--- config.mk ---
export PLATFORM = sky130hd
export DESIGN_NAME = rate_pattern_gen_flat
export DESIGN_NICKNAME = d
export VERILOG_FILES = /design/src/rtl/rate_pattern_gen_if.sv /design/src/rtl/rate_pattern_gen.sv /design/src/flat_wrapper.sv
export SDC_FILE = /design/constraint.sdc
export NUM_CORES = 1
export LEC_CHECK = 0
export CAP_MARGIN = 30
export CORE_ASPECT_RATIO = 0.7
export CORE_MARGIN = 1
export CORE_UTILIZATION = 40
export DETAILED_ROUTE_END_ITERATION = 10
export SLEW_MARGIN = 10
export SYNTH_ARGS = -nofsm -noshare
export SYNTH_HDL_FRONTEND = slang
export SYNTH_SLANG_ARGS = --single-unit
--- constraint.sdc ---
create_clock -name clock -period 5.2 [get_ports clock]
set_input_delay 0.78 -clock clock [delete_from_list [all_inputs] [get_ports clock]]
set_output_delay 0.78 -clock clock [all_outputs]
set_load 0.01 [all_outputs]
--- src/rtl/rate_pattern_gen_if.sv ---
// ---------------------------------------------------------------------------
// rate_pattern_gen_if
//
// Bus between the master FSM and the rate/pattern generator.
//
// Signals
//   state          master -> gen  3-bit pattern mode
//   shift_left_1   master -> gen  slow-down request, period x2
//   shift_left_2   master -> gen  slow-down request, period x4
//   shift_right_1  master -> gen  speed-up request, period /2
//   shift_right_2  master -> gen  speed-up request, period /4
//   period         gen -> master  current tick period in clock cycles
//   tick           gen -> master  one-cycle strobe per elapsed period
//   led            gen -> master  8-bit pattern
//   at_min/at_max  gen -> master  period saturation flags
//                                 (only when RATE_LIMIT_FLAGS_EN is defined)
//
// Modports: master (drives mode and shift requests), slave (the generator).
// ---------------------------------------------------------------------------
interface rate_pattern_gen_if #(
    parameter int PERIOD_W = 8
);
    logic [2:0]          state;
    logic                shift_left_1;
    logic                shift_left_2;
    logic                shift_right_1;
    logic                shift_right_2;
    logic [PERIOD_W-1:0] period;
    logic                tick;
    logic [7:0]          led;
`ifdef RATE_LIMIT_FLAGS_EN
    logic                at_min;
    logic                at_max;

    modport master (
        output state, shift_left_1, shift_left_2, shift_right_1, shift_right_2,
        input  period, tick, led, at_min, at_max
    );

    modport slave (
        input  state, shift_left_1, shift_left_2, shift_right_1, shift_right_2,
        output period, tick, led, at_min, at_max
    );
`else
    modport master (
        output state, shift_left_1, shift_left_2, shift_right_1, shift_right_2,
        input  period, tick, led
    );

    modport slave (
        input  state, shift_left_1, shift_left_2, shift_right_1, shift_right_2,
        output period, tick, led
    );
`endif
endinterface

--- src/rtl/rate_pattern_gen.sv ---
// ---------------------------------------------------------------------------
// rate_pattern_gen
//
// Programmable-rate tick generator driving an 8-bit LED pattern. The tick
// period is doubled/quadrupled or halved/quartered by level-sampled shift
// requests and saturates at MIN_PERIOD/MAX_PERIOD. Each elapsed period emits
// a one-cycle tick and advances the LED pattern selected by 'state'. A change
// of 'state' loads that mode's seed pattern immediately.
//
// Ports
//   clock   sole clock, rising edge
//   reset   synchronous, active-high
//   bus     rate_pattern_gen_if.slave (mode/shift inputs, period/tick/led out)
//
// Build option
//   RATE_LIMIT_FLAGS_EN  when defined, drives bus.at_min / bus.at_max
//                        (period at MIN_PERIOD / MAX_PERIOD).
// ---------------------------------------------------------------------------
module rate_pattern_gen #(
    parameter int PERIOD_W    = 8,
    parameter int INIT_PERIOD = 16,
    parameter int MIN_PERIOD  = 1,
    parameter int MAX_PERIOD  = 128
) (
    input  logic              clock,
    input  logic              reset,
    rate_pattern_gen_if.slave bus
);

    localparam int WIDE_W = PERIOD_W + 2;
    localparam logic [PERIOD_W-1:0] INIT_P = PERIOD_W'(INIT_PERIOD);
    localparam logic [PERIOD_W-1:0] MIN_P  = PERIOD_W'(MIN_PERIOD);
    localparam logic [PERIOD_W-1:0] MAX_P  = PERIOD_W'(MAX_PERIOD);
    localparam logic [WIDE_W-1:0]   MAX_W  = WIDE_W'(MAX_PERIOD);

    typedef enum logic [2:0] {
        MODE_OFF = 3'd0,
        MODE_ROL = 3'd1,
        MODE_ROR = 3'd2,
        MODE_INV = 3'd3,
        MODE_CNT = 3'd4
    } mode_e;

    logic [PERIOD_W-1:0] period_q;
    logic [PERIOD_W-1:0] count_q;
    logic                tick_q;
    logic [7:0]          led_q;
    logic [2:0]          prev_state_q;

    logic [PERIOD_W-1:0] period_next;
    logic [WIDE_W-1:0]   left_wide;
    logic [PERIOD_W-1:0] right_shifted;
    logic [1:0]          shift_amt;
    logic                any_left;
    logic                any_right;
    logic                period_change;
    logic                wrap;
    logic                state_change;

    // Seed pattern loaded whenever the mode changes.
    function automatic logic [7:0] seed_of(input logic [2:0] mode);
        case (mode_e'(mode))
            MODE_ROL: seed_of = 8'h01;
            MODE_ROR: seed_of = 8'h80;
            MODE_INV: seed_of = 8'hAA;
            default:  seed_of = 8'h00;
        endcase
    endfunction

    // One pattern step, applied on each elapsed period.
    function automatic logic [7:0] step_of(input logic [2:0] mode, input logic [7:0] cur);
        case (mode_e'(mode))
            MODE_ROL: step_of = {cur[6:0], cur[7]};
            MODE_ROR: step_of = {cur[0], cur[7:1]};
            MODE_INV: step_of = ~cur;
            MODE_CNT: step_of = cur + 8'd1;
            default:  step_of = 8'h00;
        endcase
    endfunction

    // Request resolution: opposing directions cancel, _2 beats _1. Left shifts
    // are evaluated two bits wider so the saturation compare sees the true value.
    always_comb begin
        // NOTE: every combinational output gets a default first, so no path
        // leaves a signal unassigned and no latch is inferred.
        any_left      = bus.shift_left_1 | bus.shift_left_2;
        any_right     = bus.shift_right_1 | bus.shift_right_2;
        period_next   = period_q;
        left_wide     = '0;
        right_shifted = '0;
        shift_amt     = 2'd1;
        if (any_left && !any_right) begin
            shift_amt = bus.shift_left_2 ? 2'd2 : 2'd1;
            left_wide = {2'b00, period_q} << shift_amt;
            period_next = (left_wide > MAX_W) ? MAX_P : left_wide[PERIOD_W-1:0];
        end else if (any_right && !any_left) begin
            shift_amt     = bus.shift_right_2 ? 2'd2 : 2'd1;
            right_shifted = period_q >> shift_amt;
            period_next   = (right_shifted < MIN_P) ? MIN_P : right_shifted;
        end
    end

    // A saturated request leaves period unchanged and must not disturb the count.
    assign period_change = (period_next != period_q);
    assign wrap          = (count_q == period_q - PERIOD_W'(1));
    assign state_change  = (bus.state != prev_state_q);

    // NOTE: all state is updated with non-blocking assignments so every
    // register samples the pre-edge values of the others.
    always_ff @(posedge clock) begin
        if (reset) begin
            period_q     <= INIT_P;
            count_q      <= '0;
            tick_q       <= 1'b0;
            led_q        <= 8'h00;
            prev_state_q <= 3'd0;
        end else begin
            prev_state_q <= bus.state;

            // A period change restarts the count and suppresses this edge's tick.
            if (period_change) begin
                period_q <= period_next;
                count_q  <= '0;
                tick_q   <= 1'b0;
            end else if (wrap) begin
                count_q <= '0;
                tick_q  <= 1'b1;
            end else begin
                count_q <= count_q + PERIOD_W'(1);
                tick_q  <= 1'b0;
            end

            // Seed load on a mode change takes priority over a pattern step.
            if (state_change) begin
                led_q <= seed_of(bus.state);
            end else if (wrap && !period_change) begin
                led_q <= step_of(bus.state, led_q);
            end
        end
    end

    assign bus.period = period_q;
    assign bus.tick   = tick_q;
    assign bus.led    = led_q;

`ifdef RATE_LIMIT_FLAGS_EN
    assign bus.at_min = (period_q == MIN_P);
    assign bus.at_max = (period_q == MAX_P);
`endif

endmodule

--- src/flat_wrapper.sv ---
// flat-port wrapper written by rule: the top's interface ports become plain ports
module rate_pattern_gen_flat 
#(
    parameter int PERIOD_W    = 8,
    parameter int INIT_PERIOD = 16,
    parameter int MIN_PERIOD  = 1,
    parameter int MAX_PERIOD  = 128
)
  (clock, reset, bus_state, bus_shift_left_1, bus_shift_left_2, bus_shift_right_1, bus_shift_right_2, bus_period, bus_tick, bus_led);
  rate_pattern_gen_if #(.PERIOD_W(PERIOD_W)) bus_i ();
  input  logic clock;
  input  logic reset;
  input wire logic [$bits(bus_i.state)-1:0] bus_state;
  input wire logic [$bits(bus_i.shift_left_1)-1:0] bus_shift_left_1;
  input wire logic [$bits(bus_i.shift_left_2)-1:0] bus_shift_left_2;
  input wire logic [$bits(bus_i.shift_right_1)-1:0] bus_shift_right_1;
  input wire logic [$bits(bus_i.shift_right_2)-1:0] bus_shift_right_2;
  output wire logic [$bits(bus_i.period)-1:0] bus_period;
  output wire logic [$bits(bus_i.tick)-1:0] bus_tick;
  output wire logic [$bits(bus_i.led)-1:0] bus_led;
  assign bus_i.state = bus_state;
  assign bus_i.shift_left_1 = bus_shift_left_1;
  assign bus_i.shift_left_2 = bus_shift_left_2;
  assign bus_i.shift_right_1 = bus_shift_right_1;
  assign bus_i.shift_right_2 = bus_shift_right_2;
  assign bus_period = bus_i.period;
  assign bus_tick = bus_i.tick;
  assign bus_led = bus_i.led;
  rate_pattern_gen #(.PERIOD_W(PERIOD_W), .INIT_PERIOD(INIT_PERIOD), .MIN_PERIOD(MIN_PERIOD), .MAX_PERIOD(MAX_PERIOD)) u_core (.clock(clock), .reset(reset), .bus(bus_i));
endmodule
### Word-level counts from Yosys, hierarchy flattened

Cells that the tools add are included.

| storage, ports and cells | value |
|---|---|
| logic and storage cells | 42 |
| output and inout bits | 17 |
| input port bits | 9 |
| flip-flop bits (word level) | 28 |

| cells by class | value |
|---|---|
| add/subtract/negate cells | 3 |
| shifts and indexed selects | 2 |
| magnitude comparators | 2 |
| reductions and logical operators | 9 |
| bitwise gates (word level) | 3 |
| equal/unequal tests | 7 |
| muxes and demuxes | 11 |

Operators with widths:

| kind | count |
|---|---|
| 2-to-1 mux 8 bit | 6 |
| case mux 8 bit (4 select lines) | 1 |
| case mux 8 bit (3 select lines) | 1 |
| adder 8 x 1 -> 8 bit (second input constant) | 2 |
| > comparator 10 x 8 -> 1 bit (second input constant) | 1 |
| left shift 8 x 2 -> 10 bit | 1 |
| equality test 8 bit | 1 |
| less-than comparator 8 x 1 -> 1 bit (second input constant) | 1 |
| inequality test 8 bit | 1 |
| NOT 8 bit | 1 |
| right shift 8 x 2 -> 8 bit | 1 |
| subtractor 8 x 1 -> 8 bit (second input constant) | 1 |
| equality test 3 x 2 -> 1 bit (second input constant) | 2 |
| 2-to-1 mux 2 bit | 2 |
| equality test 3 x 1 -> 1 bit (second input constant) | 1 |
| equality test 3 bit (second input constant) | 1 |
| logical AND 1 bit | 3 |
| zero test 1 bit | 3 |
| inequality test 3 bit | 1 |
| OR reduction 3 bit | 1 |
| bitwise OR 1 bit | 2 |
| nonzero test 2 bit | 1 |
| OR reduction 2 bit | 1 |
| 2-to-1 mux 1 bit | 1 |

### Longest topological paths before layout

| logic depth | value |
|---|---|
| depth in word-level cells | 11 |
| gate-level depth with buffers | 10 |
| mapped depth without buffers | 9 |

### Least setup slack after synthesis

Ideal clock, no wire load.

| path | value |
|---|---|
| path type | input to register |
| start | in bus_shift_left_2 |
| end | reg u_core.led_q[4] (netlist: u_core.bus.led[4]) |
| slack | 2.194 ns |
| library setup time | 0.128 ns |
| stages | 10 |
| data required time | 5.072 ns |
| arrival time | 2.878 ns |
| buffers on the path | 3 |
| cell sequence | buf_4 -> or2_1 -> buf_2 -> xnor2_1 -> a221oi_1 -> o2111ai_1 -> or4b_4 -> buf_6 -> o41ai_2 -> a21boi_1 |

| on the way | value |
|---|---|
| cells in the longest elaborated chain, start to end | 9 |

RTL lines:

| element | RTL line | text |
|---|---|---|
| from (decl) | flat_wrapper.sv:15 | `input wire logic [$bits(bus_i.shift_left_2)-1:0] bus_shift_left_2;` |
| 2-to-1 mux 2 bit or bitwise OR 1 bit (tied branches) | rate_pattern_gen.sv:93, rate_pattern_gen.sv:86 |  |
| left shift 8 x 2 -> 10 bit or zero test 1 bit (tied branches) | rate_pattern_gen.sv:94, rate_pattern_gen.sv:96 |  |
| > comparator 10 x 8 -> 1 bit or logical AND 1 bit (tied branches) | rate_pattern_gen.sv:95, rate_pattern_gen.sv:96 |  |
| 2-to-1 mux 8 bit (on tied branches) | rate_pattern_gen.sv:95, rate_pattern_gen.sv:96 |  |
| 2-to-1 mux 8 bit * | rate_pattern_gen.sv:92 | `if (any_left && !any_right) begin` |
| inequality test 8 bit * | rate_pattern_gen.sv:104 | `assign period_change = (period_next != period_q);` |
| zero test 1 bit * | rate_pattern_gen.sv:136 | `end else if (wrap && !period_change) begin` |
| logical AND 1 bit * | rate_pattern_gen.sv:136 |  |
| nonzero test 2 bit (no line) * | -- |  |
| to (signal assigned) | rate_pattern_gen.sv:135 | `led_q <= seed_of(bus.state);` |
| to (signal assigned) | rate_pattern_gen.sv:137 | `led_q <= step_of(bus.state, led_q);` |
| to (decl) | rate_pattern_gen.sv:47 | `logic [7:0] led_q;` |

Mark *: on every way between the ends. The rest lies on a longest branch, timed or not.
A chain may end at the register's enable or synchronous reset.

### Final worst setup path

| path | value |
|---|---|
| start | in bus_shift_left_2 |
| end | reg u_core.led_q[1] (netlist: u_core.bus.led[1]) |

Same word-level chain as after synthesis.

==> impl_metrics.env <==
export IMPL_ir_drop_v=0.000106
export IMPL_synth_distinct_cells=78
export IMPL_setup_viol=0
export IMPL_synth_top_family_by_area="compound AO/OA/AOI/OAI gates"
export IMPL_clock_root_buffer="clkbuf_8"
export IMPL_timing_final_crit_share=0.707
export IMPL_worstRegToRegCells=9
export IMPL_vias=2565
export IMPL_area_delta_synth_final_pct=11.6
export IMPL_setup_worst_path_class="in -> reg"
export IMPL_fillers=574
export IMPL_cp_start_kind="input port"
export IMPL_p_leak_uw=0.000935
export IMPL_synth_top_area_cell="dfxtp_1"
export IMPL_async_flop_share=0
export IMPL_cp_max_fo=19
export IMPL_crit_arrival_ps=3820
export IMPL_worstReg2RegStart="u_core.bus.period[0]"
export IMPL_grt_pass1_wl_um=11400
export IMPL_rr_endpoint="u_core.bus.led[1]"
export IMPL_die_area_um2=6600
export IMPL_wl_um=7150
export IMPL_drt_iter0_markers=257
export IMPL_cp_required_ps=5350
export IMPL_port_buffers=25
export IMPL_synth_enable_flop_cells=0
export IMPL_period_needed_ps=3670
export IMPL_postCtsSetupRepairBufs=0
export IMPL_max_cap_viol_count=0
export IMPL_synth_top_flop_cell="dfxtp_1"
export IMPL_dr_pass1_iters=5
export IMPL_dp_hpwl_um=5180
export IMPL_startpoint="bus_shift_left_2"
export IMPL_timing_max_transition_violations_final=0
export IMPL_crit_slowest_cell="clkdlybuf4s50_1"
export IMPL_yosys_register_bits=28
export IMPL_place_ws_ps=1290
export IMPL_critPathMaxStageDelay_ps=790
export IMPL_synthTopCellsByArea="dfxtp_1 (22%), nor2_1 (5.2%), xor2_1 (4.2%)"
export IMPL_start_util=0.426
export IMPL_crit_end="u_core.bus.led[1]"
export IMPL_nNetsFinal=343
export IMPL_fmax_ghz=0.272
export IMPL_min_path_type="reg -> reg"
export IMPL_die_w_um=96.7
export IMPL_worst_setup_path_end_kind="register"
export IMPL_cts_sinks=28
export IMPL_hold_buffers=0
export IMPL_grt_pass1_vias=2176
export IMPL_cts_tree="built"
export IMPL_maxSlewHeadroom=0.431
export IMPL_crit_chain="clkdlybuf4s50_1, o21bai_2, nor2_2, a2111o_1, a21boi_1, or4b_4, o31ai_4, a211oi_1"
export IMPL_insertion_delay_ps=280
export IMPL_synthCells=326
export IMPL_grt_max_degree=20
export IMPL_synth_top_area_share=0.223
export IMPL_post_cts_resized=0
export IMPL_yosys_area_share_simple=0.274
export IMPL_skew_ps=2.87
export IMPL_io_pins=26
export IMPL_hold_viol_final=0
export IMPL_yosys_warnings=0
export IMPL_synth_xor_area_frac=0.0732
export IMPL_worst_slew_pin_slew_ps=848
export IMPL_routedWlPerCell_um=17.6
export IMPL_synth_compound_area_frac=0.320
export IMPL_synthMuxAreaShare=0.0244
export IMPL_synth_net_count=338
export IMPL_antenna_found_initial=0
export IMPL_diodes=0
export IMPL_coreArea_um2=5900
export IMPL_syn_area_per_cell_um2=7.70
export IMPL_numCtsBuffers=3
export IMPL_setup_tns_ps=0
export IMPL_final_cell_mix="nor2_1 (35), dfxtp_1 (28), clkdlybuf4s50_1 (25)"
export IMPL_status="finished clean"
export IMPL_worst_slack_ps=1530
export IMPL_rows=23
export IMPL_synth_adder_area_share=0.0149
export IMPL_grt_total_usage=0.215
export IMPL_clockBufferDepth=2
export IMPL_cts_htree_levels=1
export IMPL_mostFrequentLayoutCell="nor2_1"
export IMPL_die_y_um=68.3
export IMPL_drive_gt1_frac=0.0909
export IMPL_reg2reg_slack_ps=2180
export IMPL_p_per_area_nw_per_um2=208
export IMPL_drtAntennaViolNets=0
export IMPL_grt_overflow=0
export IMPL_rsz0062_at_grt="false"
export IMPL_place_gp_congestion=0.839
export IMPL_synth_area_um2=2510
export IMPL_drc=0
export IMPL_seq_area_frac_synth=0.223
export IMPL_cts_clk_slew_worst_paths_ps=100
export IMPL_avgViaCountPerCell=6.33
==> worst max-delay path: cells and delay by family <==
kind,cells,cell delay (ps)
compound gates,5,1510
buf+inv,1,790
simple gates,2,720
==> power by group <==
part           switching, uW  leakage, uW  internal [uW]
Clock                   75.1    0.0000288           68.1
Combinational            110     0.000678           79.3
Sequential              27.0     0.000228            224
Total                    212     0.000935            371
==> cell usage after synthesis, drive strengths merged, types with 3 or more instances <==
cell,count
a21oi,15
xnor2,9
and3,4
nor4,6
a211oi,9
or3,3
dfxtp,28
nor2b,5
clkbuf,14
or2,4
o21ai,15
a211o,3
mux2i,5
ha,3
nand4,4
or3b,3
o221ai,3
a31oi,6
nor3,15
inv,12
nor4b,3
o41ai,3
buf,14
nand2,20
a21boi,4
nor2,38
nand3,9
a311oi,5
xor2,12
a22oi,9
o211ai,3
==> metal layers <==
layer | part of all wire | vias up | wire length, um | track usage
met4 | 0.0085 | 0 | 61 | 0.0448
met3 | 0.10 | 6 | 721 | 0.0572
met2 | 0.40 | 128 | 2880 | 0.308
met1 | 0.49 | 1195 | 3480 | 0.317
li1 | - | 1236 | - | -
met5 | 0 | - | 0 | 0
==> state kept, by name, summed over array words and instances, names as in the netlist <==
| signal | flops |
|---|---|
| u_core.bus.led | 8 |
| u_core.count_q | 8 |
| u_core.bus.period | 8 |
| u_core.prev_state_q | 3 |
| u_core.bus.tick | 1 |
==> through the flow <==
stage	util	hold slack [ps]	cells	area [um2]	power [uW]
5_1_grt	0.475	552	405	2800	609
4_1_cts	0.475	502	405	2800	580
2_1_floorplan	-	441	326	2510	389
3_5_place_dp	0.466	478	401	2750	439
3_3_place_gp	0.466	466	401	2750	440
6_report	0.475	490	405	2800	583
==> worst min path at each step <==
stage | slack, ps | end | cells after the start | startpoint
2_1_floorplan | 440 | u_core.count_q[0] | 1 | u_core.count_q[0]
3_3_place_gp | 470 | u_core.count_q[0] | 1 | u_core.count_q[0]
3_5_place_dp | 480 | u_core.count_q[0] | 1 | u_core.count_q[0]
4_1_cts | 500 | u_core.count_q[0] | 1 | u_core.count_q[0]
5_1_grt | 550 | u_core.count_q[0] | 1 | u_core.count_q[0]
6_report | 490 | u_core.count_q[0] | 1 | u_core.count_q[0]
==> cells by family after synthesis <==
group | Yosys count
flip-flops | 28
AND/OR/NAND/NOR | 124
AO/OA/AOI/OAI | 104
XOR/XNOR | 21
adder cells (fa/ha/maj) | 3
buffers and inverters | 40
multiplexers | 6
==> area by class of cell <==
type	count	area, um2	share of cell area
Clock buffer	4	55.1	0.0197
Timing Repair Buffer	28	273	0.0974
Inverter	12	45.0	0.0161
Sequential cell	28	561	0.200
Multi-Input combinational cell	258	1770	0.633
Tap cell	75	93.8	0.0335
Power figures use the tool's default switching activity.
